[src/rtl/irq_ctrl.sv]
// Interrupt controller: per-source mask, edge/level mode, polarity and routing onto six CPU lines.
// Define IRQ_SYNC_EN to pass src_i through a 2-flop synchroniser (asynchronous sources).
module irq_ctrl #(
  parameter int NUM_SRC = 8
) (
  input  logic               clk,
  input  logic               rst,
  input  logic [NUM_SRC-1:0] src_i,
  input  logic               ce,
  input  logic               we,
  input  logic [31:0]        addr,
  input  logic [3:0]         sel,
  input  logic [31:0]        data_i,
  output logic [31:0]        data_o,
  output logic [5:0]         int_o
);

  localparam logic [15:0] VALID = 16'((32'd1 << NUM_SRC) - 32'd1);

  function automatic logic [31:0] route_valid(input int base);
    logic [31:0] m;
    m = '0;
    for (int k = 0; k < 8; k++)
      if (base + k < NUM_SRC) m[4*k +: 4] = 4'hF;
    return m;
  endfunction

  localparam logic [31:0] R0_VALID = route_valid(0);
  localparam logic [31:0] R1_VALID = route_valid(8);

  logic [15:0] pending, mask, mode, pol, prev;
  logic [31:0] route0, route1;
  logic        pol_wr_d;
  logic [15:0] src_ext, samp, s, rise, w1c, pend_nxt, active;
  logic [31:0] be;
  logic [2:0]  off;
  logic        wr;
  logic [5:0]  int_nxt;
  logic [63:0] rt;
  logic        unused_addr;

  assign unused_addr = ^{addr[31:5], addr[1:0]};

  always_comb begin
    src_ext = '0;
    src_ext[NUM_SRC-1:0] = src_i;
  end

  assign wr  = ce & we;
  assign off = addr[4:2];
  assign be  = {{8{sel[3]}}, {8{sel[2]}}, {8{sel[1]}}, {8{sel[0]}}};

`ifdef IRQ_SYNC_EN
  logic [15:0] sync1, sync2;
  always_ff @(posedge clk or posedge rst) begin
    if (rst) begin
      sync1 <= '0;
      sync2 <= '0;
    end else begin
      sync1 <= src_ext;
      sync2 <= sync1;
    end
  end
  assign samp = sync2;
`else
  assign samp = src_ext;
`endif

  // A polarity change flips s without any real input activity; suppress that cycle's rise.
  assign s    = samp ^ pol;
  assign rise = pol_wr_d ? 16'h0 : (s & ~prev);
  assign w1c  = (wr && off == 3'd0) ? (data_i[15:0] & be[15:0] & VALID) : 16'h0;

  assign pend_nxt = ((mode & ((pending & ~w1c) | rise)) | (~mode & s)) & VALID;
  assign active   = pending & mask;
  assign rt       = {route1, route0};

  always_comb begin
    int_nxt = '0;
    for (int i = 0; i < 16; i++)
      for (int k = 0; k < 6; k++)
        if (active[i] && rt[4*i +: 4] == 4'(k)) int_nxt[k] = 1'b1;
  end

  always_ff @(posedge clk or posedge rst) begin
    if (rst) begin
      pending  <= '0;
      mask     <= '0;
      mode     <= '0;
      pol      <= '0;
      route0   <= '0;
      route1   <= '0;
      prev     <= '0;
      pol_wr_d <= 1'b0;
      int_o    <= '0;
    end else begin
      pending  <= pend_nxt;
      prev     <= s;
      int_o    <= int_nxt;
      pol_wr_d <= wr && off == 3'd3;
      if (wr) begin
        case (off)
          3'd1: mask   <= ((mask & ~be[15:0]) | (data_i[15:0] & be[15:0])) & VALID;
          3'd2: mode   <= ((mode & ~be[15:0]) | (data_i[15:0] & be[15:0])) & VALID;
          3'd3: pol    <= ((pol  & ~be[15:0]) | (data_i[15:0] & be[15:0])) & VALID;
          3'd4: route0 <= ((route0 & ~be) | (data_i & be)) & R0_VALID;
          3'd5: route1 <= ((route1 & ~be) | (data_i & be)) & R1_VALID;
          default: ;
        endcase
      end
    end
  end

  always_comb begin
    data_o = '0;
    if (ce && !we) begin
      case (off)
        3'd0: data_o = {16'h0, pending};
        3'd1: data_o = {16'h0, mask};
        3'd2: data_o = {16'h0, mode};
        3'd3: data_o = {16'h0, pol};
        3'd4: data_o = route0;
        3'd5: data_o = route1;
        3'd6: data_o = {16'h0, s};
        default: data_o = {16'h0, active};
      endcase
    end
  end

endmodule

[config.mk]
export PLATFORM = sky130hd
export DESIGN_NAME = irq_ctrl
export DESIGN_NICKNAME = d
export VERILOG_FILES = /design/src/rtl/irq_ctrl.sv
export SDC_FILE = /design/constraint.sdc
export NUM_CORES = 1
export LEC_CHECK = 0
export CORE_UTILIZATION = 50
export DETAILED_ROUTE_END_ITERATION = 7
export GPL_TIMING_DRIVEN = 0
export PLACE_DENSITY = 0.83
export SYNTH_ARGS = -nofsm -noshare
export SYNTH_HDL_FRONTEND = slang
export SYNTH_SLANG_ARGS = --single-unit
export TNS_END_PERCENT = 50
[constraint.sdc]
create_clock -name clk -period 5.3 [get_ports clk]
set_input_delay 1.59 -clock clk [delete_from_list [all_inputs] [get_ports clk]]
set_output_delay 1.59 -clock clk [all_outputs]
set_load 0.05 [all_outputs]
## Word level (Yosys, flattened, before mapping)

Index checks and enable logic that the tools add are counted.

- $add $sub $neg: 0
- Multiply operators: 0
- Div/mod/pow operators: 0
- Magnitude comparators: 0
- Equality and inequality tests: 46
- Shift-type cells: 0
- Muxes and demuxes: 60
- Bitwise gates (word level): 24
- Reduce and logical (&&, ||, !) cells: 65

Operators by type and width:

| kind | number |
|---|---|
| one-hot mux 32 bit (7 select lines) | 1 |
| bitwise AND 8 bit | 9 |
| bitwise AND 32 bit | 2 |
| equality test 4 x 2 -> 1 bit (second input constant) | 16 |
| equality test 4 x 3 -> 1 bit (second input constant) | 16 |
| 2-to-1 mux 1 bit | 56 |
| logical AND 1 bit | 51 |
| OR 8 bit | 5 |
| equality test 4 x 1 -> 1 bit (second input constant) | 8 |
| logical NOT 4 bit | 8 |
| 2-to-1 mux 32 bit | 1 |
| NOT 32 bit | 1 |
| NOT 8 bit | 4 |
| OR 32 bit | 1 |
| 2-to-1 mux 8 bit | 2 |
| equality test 3 bit (second input constant) | 3 |
| AND reduction 2 bit | 4 |
| XOR 8 bit | 1 |
| equality test 3 x 2 -> 1 bit (second input constant) | 2 |
| equality test 3 x 1 -> 1 bit (second input constant) | 1 |
| logical NOT 3 bit | 1 |
| bitwise AND 1 bit | 1 |
| logical NOT 1 bit | 1 |

- Register bits after elaboration: 79
- Bits in latches: 0
- RAM bits: 0
- Memory bits (read-only): 0
- Bits of input ports: 80
- Output and inout bits: 38
- Logic and storage cells: 203
- Memories: 0

## Longest topological paths before layout

Gate-level depths: netlist of the first run.

- Word-level depth: 18
- Gate-level depth with buffers: 7
- Gate-level depth less buffers: 4

## Least setup slack after synthesis of the first run

OpenSTA, ideal clock, no wires.

- Path kind: input -> output
- From: input addr[4]
- To: output data_o[6]
- Arrival: 4679 ps
- Data required time: 3710 ps
- Slack: -969 ps
- Stages: 6
- Cell sequence: buf_2 buf_4 nor2_1 a31oi_1 o22ai_1 a2111oi_0

- Cells in the longest elaborated chain, start to end: 3
- Elaborated cells on any way between the ends: 9

Ends and longest elaborated chain:

| what | RTL line | RTL |
|---|---|---|
| start, declared | 11 | `input logic [31:0] addr,` |
| equality test 3 bit, or another cell as far along | 117 | `case (off)` |
| one-hot mux 32 bit (7 select lines) * | 117 |  |
| 2-to-1 mux 32 bit * | 116 | `if (ce && !we) begin` |
| end, declared | 14 | `output logic [31:0] data_o,` |

Every way passes the cells marked *; elsewhere a longest branch is shown, timed or not.

## Final worst setup path of the first run

- From: input addr[3]
- To: output data_o[4]

Same word-level chain as after synthesis.

==> results.ini, run 1 <==
[route]
ant_nets = 0
drc = 0
num_vias = 3790
drt_iter0_markers = 292
dr.pass1.iters = 5
vias_per_cell = 6.30
post_drt_wl_per_cell_um = 19.9
wirelength_um = 12000

[clock_tree]
clockRootBuffer = clkbuf_8
post_cts_buffers = 0
cts_tree = done
worstSkewPairLatency_ns = 0.36
holdBufCountCts = 0
numCtsBuffers = 9
cts_htree_levels = 3
clk_pin_slew_worst_paths_ns = 0.08
clock_sinks = 79
max-clock-path-buffers = 2

[timing]
finalClockSkew_ns = 0.00757
finalSetupTns_ns = 0
finalWorstSetupSlack_ns = 0.106
fin_crit_ns = 5.19
rsz0062_at_grt = true
tightest_slew_ns = 0.778
hold_viol = 0
fmax_ghz = 0.193
maxSlewViolCount = 0
timing.hold.ws_ns = 0.543
relSlewSlack = 0.478
period_share = 0.980
setup_violations = 0

[setup_path]
r2r_slack_ns = 3.64
cp_max_fo = 10
path_class = input port to primary output
rr_worst_depth = 4
worstPathArrival_ns = 3.60
critPathRequiredTime_ns = 3.71
startpoint_type = input port
cp-end-kind = primary output
r2r-start = pending[2]
reg2reg_to = int_o[4]

[cells_and_area]
diodes = 0
utilization = 0.669
layout_common_cells = dfrtp_1 (79), clkdlybuf4s50_1 (55), mux2_2 (48)
layout.nets = 574
drive_above_1_share = 0.254
final_common_cell = dfrtp_1
syn_to_final_growth_pct = 28.6

[pwr]
sw_frac_of_total = 0.326
pwr-share-comb = 0.247
power_density_mw_per_mm2 = 334
p_leak_nw = 2.40
power_w = 0.00186
internal-power_w = 0.00125
switchingPower_w = 0.000605
p_clk_frac = 0.269
peakVddDrop_mv = 0.171
seqPwrFrac = 0.484

[global_routing]
top_usage_layer = met2
grt_max_degree = 54
antenna_found_initial = 0
use_met3 = 0.0411
grt_pass1_vias = 3844
met1_usage = 0.370
overflow = 0
track_usage = 0.288
met2_usage = 0.471
grt_first_pass_wirelength_um = 19300

[logic_synthesis]
synth_edf_count = 0
synthCells = 395
ys_types = 56
yosysWarnings = 0
seq_area_frac_synth = 0.458
ys_seq_elements = 79
synth_top_area_share = 0.458
synth_ff_type = dfrtp_1
async_flop_share = 1.00
synth_area_leaders = dfrtp_1 (46%), mux2_2 (13%), and2_1 (3.0%)
syn_nets = 475
syn_area_mm2 = 0.00432
synth_top_cell_by_area = dfrtp_1
synth_area_per_cell_um2 = 10.9

[placed_design]
detailed_place_hpwl_um = 8680
port_buffers = 87
place_congestion = 1.04
place_ws_ns = -0.641

[hold_path]
hold_end = prev[6]
whs_path_depth = 1
min_path_type = register to register

[floorplanning]
fp.dieArea_mm2 = 0.00901
die_y_um = 94.9
ioPinCount = 118
die_w_um = 94.9
core_area_mm2 = 0.00830
start_util = 0.520
fp-row-count = 33

[outcome]
outcome = completed

[flow_run]
max_cap_violations = 0

-- worst max-delay path, cell delays in order --
cell and delay (ns):
clkdlybuf4s50_1 0.56, buf_2 0.28, and2_2 0.29, a22oi_1 0.09, o221a_2 0.25, nor3_1 0.24
clkbuf_4 0.29
-- layout make-up --
| type | count | area (µm²) |
|---|---|---|
| Clock inverter | 3 | 67.6 |
| Tap cell | 105 | 131 |
| Multi-Input combinational cell | 290 | 2240 |
| Timing Repair Buffer | 88 | 853 |
| Inverter | 12 | 47.5 |
| Clock buffer | 11 | 151 |
| Sequential cell | 79 | 1980 |
| Buffer | 14 | 83.8 |
| Fill cell | 661 | 2750 |
-- worst max path at each step --
stage | end | slack (ns) | from | depth (start not counted)
final | data_o[4] | 0.11 | addr[3] | 7
after global routing | data_o[3] | 0.0005 | addr[3] | 7
after CTS | data_o[14] | 0.0005 | addr[3] | 7
after detailed placement | data_o[4] | -0.64 | addr[4] | 8
after global placement | data_o[4] | -0.63 | addr[4] | 8
after floorplan | data_o[0] | 0.07 | addr[4] | 5
-- synthesized netlist by cell type, types with 3 or more instances --
cell,number
mux2_2,48
dfrtp_1,79
nor2_2,3
nor4b_1,4
a311oi_1,6
nor3b_1,3
and2_1,21
a32o_1,8
nand2_4,3
nand3_1,5
a32oi_1,6
nor3_1,15
nand2b_1,9
nor2b_1,5
nand4_1,3
a2bb2oi_1,3
a21oi_1,11
o2bb2ai_1,4
mux2_4,5
a2111oi_0,3
nor4_1,8
nor4bb_1,5
a21o_1,4
a22oi_1,5
clkbuf_1,6
inv_1,12
mux2i_1,6
nor2_1,21
nand3b_1,6
o21ai_0,16
nand2_1,19
nand4b_1,3
buf_2,4
xor2_1,8
-- what timing repair did --
action / 4_1_cts / 5_1_grt
gates cloned: 0 / 0
resized for setup: 99 / 25
setup endpoints to repair: 32 / 16
-- per-stage QoR --
step,cells,area [µm²]
after CTS,602,5590
final,602,5550
after global routing,602,5550
after detailed placement,588,5350
after global placement,587,5320
after floorplan,395,4320
-- cells by family after synthesis --
kind of cell              Yosys count  share of synthesized area
and+or+nand+nor                   144                      0.203
DFF                                79                      0.458
muxes                              60                      0.159
xor gates and xnor gates            8                     0.0162
AOI/OAI and AO/OA                  78                      0.134
buffers and inverters              26                     0.0290
-- routing by layer --
layer,part of all wire,vias to the layer above,wire (µm)
li1,-,1691,-
met1,0.40,1814,4800
met2,0.48,241,5760
met3,0.085,44,1020
met4,0.034,0,409
met5,0,-,0
-- power by group through the flow --
stage / clock network (W) / logic, W / registers, W
finish: 0.000500 / 0.000458 / 0.000897
global route: 0.000534 / 0.000496 / 0.000916
CTS: 0.000508 / 0.000457 / 0.000890
detailed placement: 0 / 0.000456 / 0.000901
global placement: 0 / 0.000438 / 0.000890
floorplan: 0 / 0.000277 / 0.000895
No activity file was read; power rests on OpenSTA's default activity.
==> inputs of run 2 (changes only) <==
--- a/config.mk
+++ b/config.mk
@@ -5,6 +5,8 @@
 export SDC_FILE = /design/constraint.sdc
 export NUM_CORES = 1
 export LEC_CHECK = 0
+export ABC_CLOCK_PERIOD_IN_PS = 5300
+export CORE_ASPECT_RATIO = 0.7
 export CORE_UTILIZATION = 50
 export DETAILED_ROUTE_END_ITERATION = 7
 export GPL_TIMING_DRIVEN = 0
==> run 2 against run 1 <==
Net effect:
- cell count is 0.50% lower
- utilization rose by 2.0 points
- via count is 0.50% lower
- final area rose by 0.68%
- flip-flop and latch count is the same
- clock power grew 31%
- clock skew fell by 0.0019 ns
- global-route usage rose by 0.80 points
==> results.ini, run 2 (synthesis gave the netlist of run 1 again) <==
[timing]
finalClockSkew_ns = 0.00569
fin_crit_ns = 5.24
fmax_ghz = 0.191
tightest_slew_ns = 0.793
maxSlewViolCount = 0
relSlewSlack = 0.468
hold_viol = 0
rsz0062_at_grt = true
period_share = 0.988
setup_violations = 0

[setup_path]
crit_start = addr[4]
crit_family = buffers and inverters
path_class = input port to primary output
cp-end-kind = primary output
startpoint_type = input port
cp_max_fo = 10
worstPathCellList = clkdlybuf4s50_1 -> clkbuf_4 -> buf_4 -> nand3_1 -> a21oi_1 -> a311oi_1 -> clkdlybuf4s15_2
crit_slowest_cell = clkdlybuf4s15_2
cpPeakStageDelay_ns = 0.43
cp_num_buf_inv = 4
worstPathArrival_ns = 3.65
critPathRequiredTime_ns = 3.71

[global_routing]
grt_max_degree = 57
grt_pass1_vias = 3727
antenna_found_initial = 0
track_usage = 0.296
grt_first_pass_wirelength_um = 20000
overflow = 0

[route]
wirelength_um = 12600
vias_per_cell = 6.30
drc = 0
post_drt_wl_per_cell_um = 21.0
dr.pass1.iters = 5
drt_iter0_markers = 303
num_vias = 3771
ant_nets = 0

[cells_and_area]
diodes = 0
layout.nets = 574
layout_common_cells = dfrtp_1 (79), clkdlybuf4s50_1 (55), mux2_2 (48)
utilization = 0.689
syn_to_final_growth_pct = 29.5
drive_above_1_share = 0.247
final_cell_area_mm2 = 0.00559
final_common_cell = dfrtp_1

[placed_design]
placed_cell_area_mm2 = 0.00535
place_congestion = 0.904
port_buffers = 87
detailed_place_hpwl_um = 9310

[pwr]
p_leak_nw = 2.45
power_density_mw_per_mm2 = 361
power_w = 0.00202
peakVddDrop_mv = 0.266

[outcome]
outcome = completed

[floorplanning]
die_w_um = 113
fp-row-count = 27
start_util = 0.532
core_area_mm2 = 0.00811
die_y_um = 79.7
ioPinCount = 118
fp.dieArea_mm2 = 0.00901

[clock_tree]
clock_sinks = 79
holdBufCountCts = 0
cts_tree = done
worstSkewPairLatency_ns = 0.33
clockRootBuffer = clkbuf_16
numCtsBuffers = 9
clk_pin_slew_worst_paths_ns = 0.05
max-clock-path-buffers = 2
cts_htree_levels = 3

[flow_run]
max_cap_violations = 0

[hold_path]
min_path_type = register to register

run 2: final cells by class:
cell class / count / area (µm²)
Timing Repair Buffer: 88 / 806
Clock buffer: 11 / 243
Tap cell: 101 / 126
Buffer: 14 / 86.3
Sequential cell: 79 / 1980
Multi-Input combinational cell: 290 / 2230
Clock inverter: 4 / 70.1
Inverter: 12 / 47.5
Fill cell: 640 / 2520
run 2: what timing repair did:
item / CTS / global route
hold endpoints to repair: 0 / 0
buffers inserted: 0 / 0
gates resized for setup: 80 / 33
setup endpoints to repair: 32 / 21
run 2: report_power, final:
group / switching [W] / internal (W)
Clock: 0.000233 / 0.000421
Combinational: 0.000235 / 0.000227
Sequential: 0.000165 / 0.000738
Total: 0.000634 / 0.00139
run 2: per-stage QoR:
step	setup slack, ns	hold slack [ns]	TNS (ns)	instances
global placement	-0.657	0.517	-12.55	583
finish	0.0614	0.541	0	599
global route	-0.0111	0.562	-0.0111	599
floorplan	0.0677	0.481	0	395
CTS	-0.0305	0.537	-0.0305	599
detailed placement	-0.702	0.520	-12.74	584
run 2: worst paths after layout:
kind,end,slack (ns),cells past startpoint
max,data_o[1],0.06,7
min,prev[5],0.54,1
max reg2reg,int_o[4],3.62,4
min reg2reg,prev[5],0.54,1
max in group asynchronous,asynchronous set/reset pin,3.13,3
min in group asynchronous,asynchronous set/reset pin,1.58,2
run 2: layer usage:
| layer | vias up | track usage | part of all wire |
|---|---|---|---|
| li1 | 1682 | - | - |
| met1 | 1854 | 0.428 | 0.46 |
| met2 | 216 | 0.433 | 0.42 |
| met3 | 19 | 0.0881 | 0.11 |
| met4 | 0 | 0.0737 | 0.013 |
| met5 | - | 0 | 0 |
